File: src/rtl/nbody_mm_slave.sv
// nbody_mm_slave: 64-bit chipselect/read/write bus responder for the n-body accelerator.
// Ports: clk, rst (async active-low), bus (chipselect/read/write/addr/writedata/readdata),
//   body RAM port (body_we/sel/idx/wdata, body_rdata), n_bodies, gap, go/core_done/busy.
module nbody_mm_slave #(
    parameter int ADDR_WIDTH      = 16,
    parameter int BODY_ADDR_WIDTH = 9,
    parameter int DATA_WIDTH      = 64
) (
    input  logic                       clk,
    input  logic                       rst,
    input  logic                       chipselect,
    input  logic                       read,
    input  logic                       write,
    input  logic [ADDR_WIDTH-1:0]      addr,
    input  logic [DATA_WIDTH-1:0]      writedata,
    output logic [DATA_WIDTH-1:0]      readdata,
    output logic                       body_we,
    output logic [2:0]                 body_sel,
    output logic [BODY_ADDR_WIDTH-1:0] body_idx,
    output logic [DATA_WIDTH-1:0]      body_wdata,
    input  logic [DATA_WIDTH-1:0]      body_rdata,
    output logic [BODY_ADDR_WIDTH:0]   n_bodies,
    output logic [31:0]                gap,
    output logic                       go,
    input  logic                       core_done,
    output logic                       busy
);

    localparam int SW         = ADDR_WIDTH - BODY_ADDR_WIDTH;
    localparam int MAX_BODIES = 2 ** BODY_ADDR_WIDTH;

    localparam logic [SW-1:0] SEL_GO     = SW'(7'h00);
    localparam logic [SW-1:0] SEL_N      = SW'(7'h02);
    localparam logic [SW-1:0] SEL_X      = SW'(7'h03);
    localparam logic [SW-1:0] SEL_VY     = SW'(7'h07);
    localparam logic [SW-1:0] SEL_GAP    = SW'(7'h08);
    localparam logic [SW-1:0] SEL_STATUS = SW'(7'h40);

    typedef enum logic [1:0] {
        S_IDLE = 2'd0,
        S_RUN  = 2'd1,
        S_DONE = 2'd2
    } state_t;

    state_t state, state_n;
    logic   go_n;

    logic [SW-1:0]              sel;
    logic [BODY_ADDR_WIDTH-1:0] idx;
    logic                       wr_acc;
    logic                       rd_acc;
    logic                       is_arr;
    logic [2:0]                 arr_field;
    logic                       in_run;
    logic                       cfg_wr;
    logic                       cfg_ok;
    logic                       cfg_drop;
    logic                       go_req;
    logic                       go_ok;
    logic                       go_ref;
    logic                       port_hit;

    logic [2:0]                 sel_q;
    logic [BODY_ADDR_WIDTH-1:0] idx_q;
    logic [15:0]                ign_cnt;

    logic                       rd_v1;
    logic                       rd_arr1;
    logic [DATA_WIDTH-1:0]      rd_val1;
    logic [DATA_WIDTH-1:0]      reg_val;
    logic [DATA_WIDTH-1:0]      status_val;

    // ---------------- decode ----------------
    assign sel       = addr[ADDR_WIDTH-1:BODY_ADDR_WIDTH];
    assign idx       = addr[BODY_ADDR_WIDTH-1:0];
    assign wr_acc    = chipselect & write;
    assign rd_acc    = chipselect & read;
    assign is_arr    = (sel >= SEL_X) && (sel <= SEL_VY);
    assign arr_field = sel[2:0] - 3'd3;
    assign in_run    = (state == S_RUN);

    // Writes that change configuration or body data; locked out while running.
    assign cfg_wr   = wr_acc & (is_arr | (sel == SEL_N) | (sel == SEL_GAP));
    assign cfg_ok   = cfg_wr & ~in_run;
    assign cfg_drop = cfg_wr & in_run;

    assign go_req = wr_acc & (sel == SEL_GO) & writedata[0];
    assign go_ok  = go_req & ~in_run
                  & (n_bodies >= (BODY_ADDR_WIDTH+1)'(2));
    assign go_ref = go_req & ~go_ok;

    // ---------------- body RAM port ----------------
    assign port_hit   = chipselect & (read | write) & is_arr;
    assign body_we    = rst & cfg_ok & is_arr;
    assign body_sel   = port_hit ? arr_field : sel_q;
    assign body_idx   = port_hit ? idx : idx_q;
    assign body_wdata = writedata;

    // Last presented address is held while the bus is idle.
    always_ff @(posedge clk or negedge rst) begin
        if (!rst) begin
            sel_q <= '0;
            idx_q <= '0;
        end else if (port_hit) begin
            sel_q <= arr_field;
            idx_q <= idx;
        end
    end

    // ---------------- run state machine ----------------
    always_ff @(posedge clk or negedge rst) begin
        if (!rst) begin
            state <= S_IDLE;
            go    <= 1'b0;
        end else begin
            state <= state_n;
            go    <= go_n;
        end
    end

    always_comb begin
        state_n = state;
        go_n    = 1'b0;
        unique case (state)
            S_IDLE: begin
                if (go_ok) begin
                    state_n = S_RUN;
                    go_n    = 1'b1;
                end
            end
            S_RUN: begin
                if (core_done) state_n = S_DONE;
            end
            S_DONE: begin
                if (go_ok) begin
                    state_n = S_RUN;
                    go_n    = 1'b1;
                end
            end
            default: state_n = S_IDLE;
        endcase
    end

    assign busy = in_run;

    // ---------------- registers ----------------
    always_ff @(posedge clk or negedge rst) begin
        if (!rst) begin
            n_bodies <= '0;
            gap      <= '0;
        end else if (cfg_ok) begin
            if (sel == SEL_N) begin
                if (writedata > DATA_WIDTH'(MAX_BODIES))
                    n_bodies <= (BODY_ADDR_WIDTH+1)'(MAX_BODIES);
                else
                    n_bodies <= writedata[BODY_ADDR_WIDTH:0];
            end else if (sel == SEL_GAP) begin
                gap <= writedata[31:0];
            end
        end
    end

    // Refused GOs and locked-out writes are counted, saturating.
    always_ff @(posedge clk or negedge rst) begin
        if (!rst) begin
            ign_cnt <= '0;
        end else if ((cfg_drop | go_ref) && (ign_cnt != 16'hFFFF)) begin
            ign_cnt <= ign_cnt + 16'd1;
        end
    end

    // ---------------- read pipeline ----------------
    assign status_val = {32'b0, ign_cnt, 13'b0, state, (state == S_DONE)};

    // A read sharing a cycle with a write returns zero.
    always_comb begin
        reg_val = '0;
        if (!wr_acc) begin
            if (sel == SEL_N)
                reg_val = DATA_WIDTH'(n_bodies);
            else if (sel == SEL_GAP)
                reg_val = DATA_WIDTH'(gap);
            else if (sel == SEL_STATUS)
                reg_val = status_val;
        end
    end

    // Stage 1 lines up with the RAM's synchronous read; stage 2 is readdata.
    always_ff @(posedge clk or negedge rst) begin
        if (!rst) begin
            rd_v1    <= 1'b0;
            rd_arr1  <= 1'b0;
            rd_val1  <= '0;
            readdata <= '0;
        end else begin
            rd_v1   <= rd_acc;
            rd_arr1 <= rd_acc & is_arr & ~wr_acc;
            rd_val1 <= reg_val;
            if (rd_v1)
                readdata <= rd_arr1 ? body_rdata : rd_val1;
        end
    end

endmodule
File: config.mk
export PLATFORM = sky130hd
export DESIGN_NAME = nbody_mm_slave
export DESIGN_NICKNAME = d
export VERILOG_FILES = /design/src/rtl/nbody_mm_slave.sv
export SDC_FILE = /design/constraint.sdc
export NUM_CORES = 1
export LEC_CHECK = 0
export BUFFER_PORTS_ARGS = -buffer_cell sky130_fd_sc_hd__buf_2
export CAP_MARGIN = 40
export CORE_MARGIN = 3
export CORE_UTILIZATION = 48
export CTS_BUF_LIST = sky130_fd_sc_hd__clkbuf_8 sky130_fd_sc_hd__clkbuf_16
export CTS_CLUSTER_DIAMETER = 120
export DETAILED_ROUTE_END_ITERATION = 6
export GPL_TIMING_DRIVEN = 0
export PLACE_DENSITY = 0.81
export SETUP_SLACK_MARGIN = 0.05
export SYNTH_ARGS = -nofsm -noshare
export SYNTH_HDL_FRONTEND = slang
export SYNTH_SLANG_ARGS = --single-unit
File: constraint.sdc
create_clock -name clk -period 2.8 [get_ports clk]
set_clock_uncertainty 0.05 [all_clocks]
set_input_delay 0.14 -clock clk [delete_from_list [all_inputs] [get_ports clk]]
set_output_delay 0.14 -clock clk [all_outputs]
set_load 0.01 [all_outputs]
# ---- Yosys cells after proc, flatten, opt, wreduce, memory -nomap -nowiden
# Cells that the tools add are included.
dict set report classes {
  n_addsub 2
  reduce_logical 8
  eq_ne 8
  magnitude_cmp 4
  bitwise 24
  n_mux 13
}
# operator n
set ops {}
lappend ops {{$mux W32} 4}
lappend ops {{$gt A64 B10 Y1 const B} 1}
lappend ops {{$mux W64} 1}
lappend ops {{$add A16 B1 Y16 const B} 1}
lappend ops {{$and A1 B1 Y1} 16}
lappend ops {{$ne A16 B16 Y1 const B} 1}
lappend ops {{$ge A10 B2 Y1 const B} 1}
lappend ops {{$mux W10} 1}
lappend ops {{$mux W9} 1}
lappend ops {{$eq A7 B2 Y1 const B} 1}
lappend ops {{$eq A7 B4 Y1 const B} 1}
lappend ops {{$eq A7 B7 Y1 const B} 1}
lappend ops {{$ge A7 B2 Y1 const B} 1}
lappend ops {{$le A7 B3 Y1 const B} 1}
lappend ops {{$logic_not A7 Y1} 1}
lappend ops {{$mux W2} 2}
lappend ops {{$not A1 Y1} 4}
lappend ops {{$or A1 B1 Y1} 4}
lappend ops {{$pmux W2 S2} 1}
lappend ops {{$reduce_and A2 Y1} 2}
lappend ops {{$mux W3} 1}
lappend ops {{$reduce_and A3 Y1} 1}
lappend ops {{$sub A3 B2 Y3 const B} 1}
lappend ops {{$eq A2 B1 Y1 const B} 1}
lappend ops {{7 further kinds} 9}
dict set report totals {
  in_bits 150
  out_inout_bits 185
  register_bits 203
  word_cells 70
}

# ---- Longest topological paths before layout
# Gate-level depths: netlist of run 1.
dict set report logic_depth {
  depth_word 9
  mapped_depth 8
  ltp_nobuf 8
}

# ---- Worst setup path before layout of run 1
# Ideal clock, no wire load.
dict set report synth_path {
  path_type {input to register}
  start {in addr[9]}
  end {reg ign_cnt[12]}
  arrival_ns 2.200
  cell_stages 8
  n_path_buf 0
  required_ns 2.623
  setup_slack_ns 0.422
  setup_ns 0.127
  cell_sequence {inv_1 > ha_1 > or4b_4 > or3b_1 > and3_1 > o31ai_4 > and2b_1 > mux2_1}
}
dict set report synth_between {
  elab_chain_len 9
  elab_cells_between_ends 18
  classes_between {2 x order compare; 2 x eq/ne; 11 x bitwise; 3 x reduce/logical}
}
# item line
set synth_rtl {}
lappend synth_rtl {{start, declared} 14} ;# input logic [ADDR_WIDTH-1:0] addr,
lappend synth_rtl {{parallel branches: the longest is 7 deep, another holds $ge A7 B2 Y1} n/a}
lappend synth_rtl {{$or A1 B1 Y1 *} 167} ;# end else if ((cfg_drop | go_ref) && (ign_cnt != 16'hFFFF)) begin
lappend synth_rtl {{$logic_and A1 B1 Y1 *} 167}
lappend synth_rtl {{end signal, assigned} 168} ;# ign_cnt <= ign_cnt + 16'd1;
lappend synth_rtl {{end, declared} 65} ;# logic [15:0] ign_cnt;
# Every way passes the cells marked *.
# A chain may end at the register's enable or synchronous reset.

# ---- Final worst setup path of run 1
dict set report layout_path {
  start {in writedata[22]}
  end {reg n_bodies[5]}
}
dict set report layout_between {
  elab_chain_len 2
}
# item line
set layout_rtl {}
lappend layout_rtl {{start, declared} 15} ;# input logic [DATA_WIDTH-1:0] writedata,
lappend layout_rtl {{$gt A64 B10 Y1} 153} ;# if (writedata > DATA_WIDTH'(MAX_BODIES))
lappend layout_rtl {{$mux W10} 153}
lappend layout_rtl {{end signal, assigned} 154} ;# n_bodies <= (BODY_ADDR_WIDTH+1)'(MAX_BODIES);
lappend layout_rtl {{end signal, assigned} 156} ;# n_bodies <= writedata[BODY_ADDR_WIDTH:0];
lappend layout_rtl {{end, declared} 22} ;# output logic [BODY_ADDR_WIDTH:0] n_bodies,
# Every way passes these cells.

==> results.md, run 1 <==
- TritonCTS built the clock tree.
- STA puts the critical path data required time at 3100 ps.
- Clock-pin slew was measured on the worst setup and hold paths at 60 ps.
- The launch point of the worst reg-to-reg path is state[0].
- The detailed-route via count is 7388.
- Setup repair after global routing left no endpoint under its margin.
- The final critical-path setup slack is 119 ps.
- The transition time at the pin with the least slew margin is 826 ps.
- The share of flip-flops with an asynchronous set or reset after synthesis is 1.00.
- STA classifies the critical path startpoint as a primary input.
- The total power per unit cell area is 516 nW/um^2.
- The number of storage elements in the synthesis netlist is 171.
- In this run the clock root is driven by a sky130_fd_sc_hd__clkbuf_16.
- The total CTS buffers is 17.
- The dominant synthesized flop cell is sky130_fd_sc_hd__dfrtp_1.
- The cell area after layout is 11400 um^2.
- Timing would allow up to 0.373 GHz.
- No sink is reached through more buffers than the 2 on the longest clock path.
- The number of iterations in the first detailed-routing pass is 7.
- The library cells used most frequently in the layout, excluding fill and tap cells, are sky130_fd_sc_hd__buf_2, sky130_fd_sc_hd__dfrtp_1, sky130_fd_sc_hd__dlygate4sd3_1.
- The max-cap check violation count is 0.
- The cell row count is 45.
- In the routed layout, each cell is associated on average with a via count of 5.30.
- The first-pass GRT wire length is 40900 um.
- The placer's final routability congestion estimate is 0.847.
- Total power for the finished layout comes to 5.86 mW.
- The worst min-delay path class is primary input to flop.
- The end of the worst register-to-register path is gap[9].
- In the final layout, the share of cells above drive strength 1 is 0.412.
- Across every metal layer, demand over resource in global routing totals 0.296.
- The clock reaches the later pin of the worst-skew pair after 430 ps.
- OpenSTA, run right after detailed placement, puts the worst setup slack at 60.1 ps.
- The library cell used most frequently in the layout, excluding fill and tap cells, is sky130_fd_sc_hd__buf_2.
- The port buffer count is 334.
- In this run the horizontal extent of the chip is 133 um.
- The startpoint of the worst setup timing path is writedata[22].
- The count of yosys warnings during synthesis is 0.
- The worst setup path is captured at a flop.
- Setup violations remaining at the end of the flow were counted as 0.
- The number of violations reported at the end of detailed-routing iteration 0 is 716.
- Dividing the detail-routed wire length by the instance count gives 19.0 um.
- Once detail routing completed, the nets flagged for antenna violations numbered 0.
- The netlist uses 45 different library cells.
- The logic depth of the worst register-to-register path is 6.
- The filler-free cell count of the finished design is 1393.
- The half-perimeter wire length after detailed placement is 17800 um.
- Once the clock tree was built, the setup fixing pass inserted 0 buffers.
- The worst-path maximum fanout is 9.
- The flow ran to the end, but the final reports show violations.
- In the final timing run, aggregate negative setup slack is 0 ps.
- The summed instance area of the synthesized netlist is 7710 um^2.
- The DRC violation count after routing is 1.
- The count of boundary I/O pins is 335.
- VDD sags by at most 0.391 mV.
- The final wirelength is 26400 um.
- The net count of the finished layout is 1322.
- Once placement completed, the tool counted placed cells totaling 1250.
- The worst register-to-register path has a setup slack of 400 ps.
- The total overflow left after global routing is 0.
- The minimum clock period after layout is 2680 ps.
- The critical path capture point is n_bodies[5].
- Yosys mapped a number of flops with a built-in enable equal to 0.
- The largest net degree at the start of global routing is 88.
- The die outline height is 133 um.
- The post-detailed-placement cell area is 9680 um^2.
- The post-route core utilization is 0.734.
- The fraction of the cycle the final worst path needs is 0.957.
- The initial antenna violation count is 1.
- The floorplan step defined a core boundary enclosing 15500 um^2.
- Headroom to the max-slew limit came out at 0.449.
- The worst setup path is of the primary input to flop kind.
- Compared with the post-synthesis result, the final layout area differs by 47.4%.
- The effective utilization at floorplan is 0.498.
- Along the worst hold path, the cell count comes to 3.
- Hold is met by 16.6 ps.
- For this design the static power due to leakage is 5.78 nW.
- The clock net in this run drives a total of 171 sinks.
- A synthesized cell averages 10.9 um^2.
- The H-tree was split into 4 levels.
- The worst path arrival time is 2980 ps.
- Counting every net in the synthesized netlist gives 858.
- Synthesis handed over a netlist of 704 instances.
- The die covers 17600 um^2.
- The final reports fail on design-rule violations.
- The via count of the first global-routing pass came to 7677.
- The number of pins with negative max-slew slack in the final report is 0.
- Of the synthesized area, sequential elements account for 0.555.
- The count of final hold-check violations is 0.
==> state kept, by name, indices dropped and copies added, names as in the netlist <==
name / cells
readdata: 64
gap: 32
rd_val1: 32
ign_cnt: 16
n_bodies: 10
idx_q: 9
sel_q: 3
state: 2
go: 1
rd_arr1: 1
rd_v1: 1
==> how the worst min path moves through the flow <==
stage | startpoint | endpoint | slack, ps
3_5_place_dp | rst | gap[28] | 130
2_1_floorplan | rst | gap[0] | -210
6_report | body_rdata[20] | readdata[20] | 20
3_3_place_gp | write | rd_arr1 | 280
5_1_grt | body_rdata[20] | readdata[20] | 60
4_1_cts | body_rdata[20] | readdata[20] | 10
==> timing repair <==
item / CTS / global route
setup endpoints to repair: 0 / 10
gates resized for setup: 0 / 2
hold buffers: 110 / 0
hold endpoints to repair: 202 / 0
==> routing by layer <==
metal / share of wire / global-route usage / vias up
li1: - / - / 3325
met1: 0.37 / 0.338 / 3569
met2: 0.53 / 0.537 / 430
met3: 0.071 / 0.0597 / 64
met4: 0.032 / 0.126 / 0
met5: 0 / 0 / -
==> cell type report <==
| type | count | area [um^2] |
|---|---|---|
| sequential | 171 | 4280 |
| fill | 988 | 4120 |
| timing repair buffer | 445 | 2810 |
| multi-input combinational | 399 | 2690 |
| buffer | 98 | 609 |
| clock buffer | 19 | 453 |
| tap | 211 | 264 |
| inverter | 36 | 135 |
| clock inverter | 13 | 126 |
| antenna | 1 | 2.50 |
==> power by group <==
part	internal [mW]	leakage [nW]	switching, mW
clock network	1.29	0.286	1.02
logic	0.439	3.19	0.440
registers	2.59	2.30	0.0723
total	4.33	5.78	1.54
==> cell usage after synthesis, drive strengths merged (18+ instances only) <==
library cell  instances  area (um^2)
dfrtp               171         4280
nand2                19         71.3
mux2                 46          518
nor4                 18          128
mux2i                32          320
inv                  36          135
a21oi                35          175
buf                  74          518
o21ai                34          170
clkbuf               24         90.1
a22oi                24          180
nand3                43          215
nor2                 68          258
==> critical path: stages <==
cell	delay [ps]
sky130_fd_sc_hd__dlygate4sd3_1	560
sky130_fd_sc_hd__buf_2	150
sky130_fd_sc_hd__nor4_1	390
sky130_fd_sc_hd__nand4_1	220
sky130_fd_sc_hd__or4_1	670
sky130_fd_sc_hd__a211oi_2	600
sky130_fd_sc_hd__a22o_1	250
==> kinds of logic after synthesis <==
group | share of synthesized area
and+or+nand+nor | 0.125
DFF | 0.555
buffers and inverters | 0.0964
AOI/OAI and AO/OA | 0.0920
muxes | 0.109
xor gates and xnor gates | 0.0159
adders and majority gates | 0.00649
Note: power is estimated with default switching activity, not from simulation.
==> inputs of run 2 (changes only) <==
- RECOVER_POWER: default -> 25
- clock period: 2.8 -> 2.9 ns (I/O delays scaled with it)
==> run 2 against run 1 <==
- the run now ends clean
- utilization decreased by 0.44 points
- combinational power decreased by 4.4%
- routed wire length about the same
- final cell count about the same
- via count increased by 0.31%
- sequential cell count unchanged
- critical path type unchanged
- critical endpoint unchanged
- highest routed layer unchanged
==> results.md, run 2 (same netlist as run 1, synthesis figures left out) <==
- The die outline height was 133 um (unchanged).
- The transition time at the pin with the least slew margin is 802 ps (-23.6 ps).
- The total power consumption of the routed design was 5.65 mW (-3.7%).
- The final worst hold slack came to 13.8 ps (-2.76 ps).
- The number of violations reported at the end of detailed-routing iteration 0 is 629 (-12%).
- The final critical-path setup slack was 199 ps (+80.1 ps).
- The core area is 15500 um^2 (unchanged).
- The half-perimeter wire length after detailed placement is 17800 um (unchanged).
- The worst-path maximum fanout was 9 (unchanged).
- The post-route core utilization is 0.730 (-0.00444).
- The placer's final routability congestion estimate is 0.847 (unchanged).
- The register area was 4280 um^2 (unchanged).
- The final-report setup violation count is 0 (unchanged).
- The net total in the final layout is 1321 (-0.076%).
- TritonCTS built the clock tree.
- The largest net degree at the start of global routing is 88 (unchanged).
- The layout-stage area growth over the synthesis result is 46.6%.
- The effective utilization at floorplan came to 0.498 (unchanged).
- The global router's overall resource usage is 0.296 (about the same).
- The cell area after layout came to 11300 um^2 (-0.61%).
- The worst min-delay path class is primary input to flop.
- The port buffer count is 334 (unchanged).
- Leaving out fill and tap cells, the most frequent cell in the layout is sky130_fd_sc_hd__buf_2.
- The worst path in the final design needs a cycle of 2700 ps, including I/O delays and setup.
- The post-detailed-placement cell area is 9680 um^2 (unchanged).
- The final wirelength is 26400 um (about the same).
- The run finished with clean final reports.
- The fraction of the cycle the final worst path needs is 0.931.
- The count of final hold-check violations is 0 (unchanged).
- The critical path in this run is classified as primary input to flop.
- The max-cap check violation count came to 0 (unchanged).
- The area occupied by multi-input gates is 2690 um^2 (unchanged).
- The post-route setup TNS came to 0 ps (unchanged).
- The count of H-tree levels built during CTS is 4 (unchanged).
- The count of buffers added by post-CTS timing repair for setup is 0 (unchanged).
- The cell count after placement was 1250 (unchanged).
- The average via count per standard cell came to 5.32 (+0.38%).
- More flip-flops sit in one register than any other, and that register is readdata.
- The worst relative slew slack is 0.465 (+0.0157).
- The worst endpoint required time is 3200 ps (+100 ps).
- The count of boundary I/O pins was 335 (unchanged).
- The total congestion overflow is 0 (unchanged).
- The filler-free cell count of the finished design is 1392 (-0.072%).
- The leakage power was 5.63 nW (-2.6%).
- The worst path arrival time is 3000 ps (+20 ps).
- The first-pass GRT wire length is 41000 um (about the same).
- The initial antenna violation count is 1 (unchanged).
- The total power per unit cell area is 500 nW/um^2 (-3.1%).
- The type of element capturing the critical path is a flop.
- Setup repair after global routing left no endpoint under its margin.
- The routed length per instance is 19.0 um (about the same).
- The largest voltage drop on the vdd net was 0.378 mV (-3.4%).
- The number of clock sinks is 171 (unchanged).
- The minimum setup slack after placement is 155 ps (+95.0 ps).
- The number of pins with negative max-slew slack in the final report came to 0 (unchanged).
- In the layout the commonest cells are sky130_fd_sc_hd__buf_2, sky130_fd_sc_hd__dfrtp_1, sky130_fd_sc_hd__dlygate4sd3_1.
- The number of iterations in the first detailed-routing pass came to 6 (-1).
- The total CTS buffers is 17 (unchanged).
- The insertion delay of the later-clocked pin in the worst-skew pair is 430 ps (about the same).
- The horizontal extent of the die came to 133 um (unchanged).
- The post-detailed-route count of antenna-violating nets is 0 (unchanged).
- The DRC violation count after routing is 0 (-1).
- The fraction of final layout cells with drive strength greater than 1 is 0.373 (-0.0395).
- The maximum clock insertion buffer count is 2 (unchanged).
- The cell row count came to 45 (unchanged).
- The layout filler cell count was 1028 (+4.0%).
- The via count of the first global-routing pass is 7673 (-0.052%).
- The area of the die is 17600 um^2 (unchanged).
- The clock-pin slew reported for the worst setup and hold paths after clock tree synthesis is 70 ps (about the same).
- STA classifies the critical path startpoint as a primary input.
- In the final layout, the registers with the most flip-flops are readdata: 64 flops, gap: 32 flops, rd_val1: 32 flops.
- The cell sitting at the root of the clock tree is a sky130_fd_sc_hd__clkbuf_16.
- The detailed-route via count is 7411 (+0.31%).
- Based on the critical path, the design can be clocked at up to 0.370 GHz.
- The flip-flop count of the largest register after layout is 64 (unchanged).
## run 2: cell types whose count changed in the layout (fill, tap and decap cells not counted), sizes merged
cell / before / now
buf: 409 / 362
clkbuf: 43 / 90
dlygate4sd3: 110 / 109
## run 2: report_power, final
part / switching [mW] / total (mW) / internal [mW] / leakage (nW)
combinational: 0.427 / 0.841 / 0.414 / 3.04
clock: 0.983 / 2.23 / 1.25 / 0.286
sequential: 0.0691 / 2.57 / 2.50 / 2.30
total: 1.48 / 5.65 / 4.17 / 5.63
## run 2: what timing repair did
| item | 4_1_cts | 5_1_grt |
|---|---|---|
| setup endpoints to repair | 0 | 10 |
| gates resized for setup | 0 | 2 |
| hold buffers | 108 | 1 |
| endpoints found under the hold margin | 200 | 1 |
## run 2: worst max-delay path: stages
cell                            delay [ps]
sky130_fd_sc_hd__dlygate4sd3_1         560
sky130_fd_sc_hd__buf_2                 150
sky130_fd_sc_hd__nor4_1                390
sky130_fd_sc_hd__nand4_1               210
sky130_fd_sc_hd__or4_1                 660
sky130_fd_sc_hd__a211oi_2              620
sky130_fd_sc_hd__a22o_1                250
## run 2: final timing paths
| kind | startpoint | slack [ps] | cells past startpoint | endpoint |
|---|---|---|---|---|
| worst max-delay path | writedata[22] | 200 | 7 | n_bodies[5] |
| worst min-delay path | body_rdata[2] | 10 | 3 | readdata[2] |
| worst max register to register | state[0] | 500 | 6 | gap[9] |
| worst min register to register | sel_q[0] | 450 | 1 | sel_q[0] |
| max in group asynchronous | rst | 1700 | 3 | readdata[59] |
| min in group asynchronous | rst | 260 | 2 | gap[28] |
## run 2: cell type report
type,count,area share
Tap cell,211,0.0234
Timing Repair Buffer,444,0.243
Clock buffer,19,0.0401
Clock inverter,13,0.0112
Inverter,36,0.0120
Buffer,98,0.0539
Sequential cell,171,0.379
Multi-Input combinational cell,399,0.238
Antenna cell,1,0.000222
## run 2: layer usage
| layer | vias up | wire length, um | share of wire | global-route usage |
|---|---|---|---|---|
| met2 | 412 | 14000 | 0.53 | 0.540 |
| met3 | 54 | 1760 | 0.067 | 0.0593 |
| met5 | - | 0 | 0 | 0 |
| met1 | 3623 | 9890 | 0.37 | 0.338 |
| li1 | 3322 | - | - | - |
| met4 | 0 | 758 | 0.029 | 0.122 |
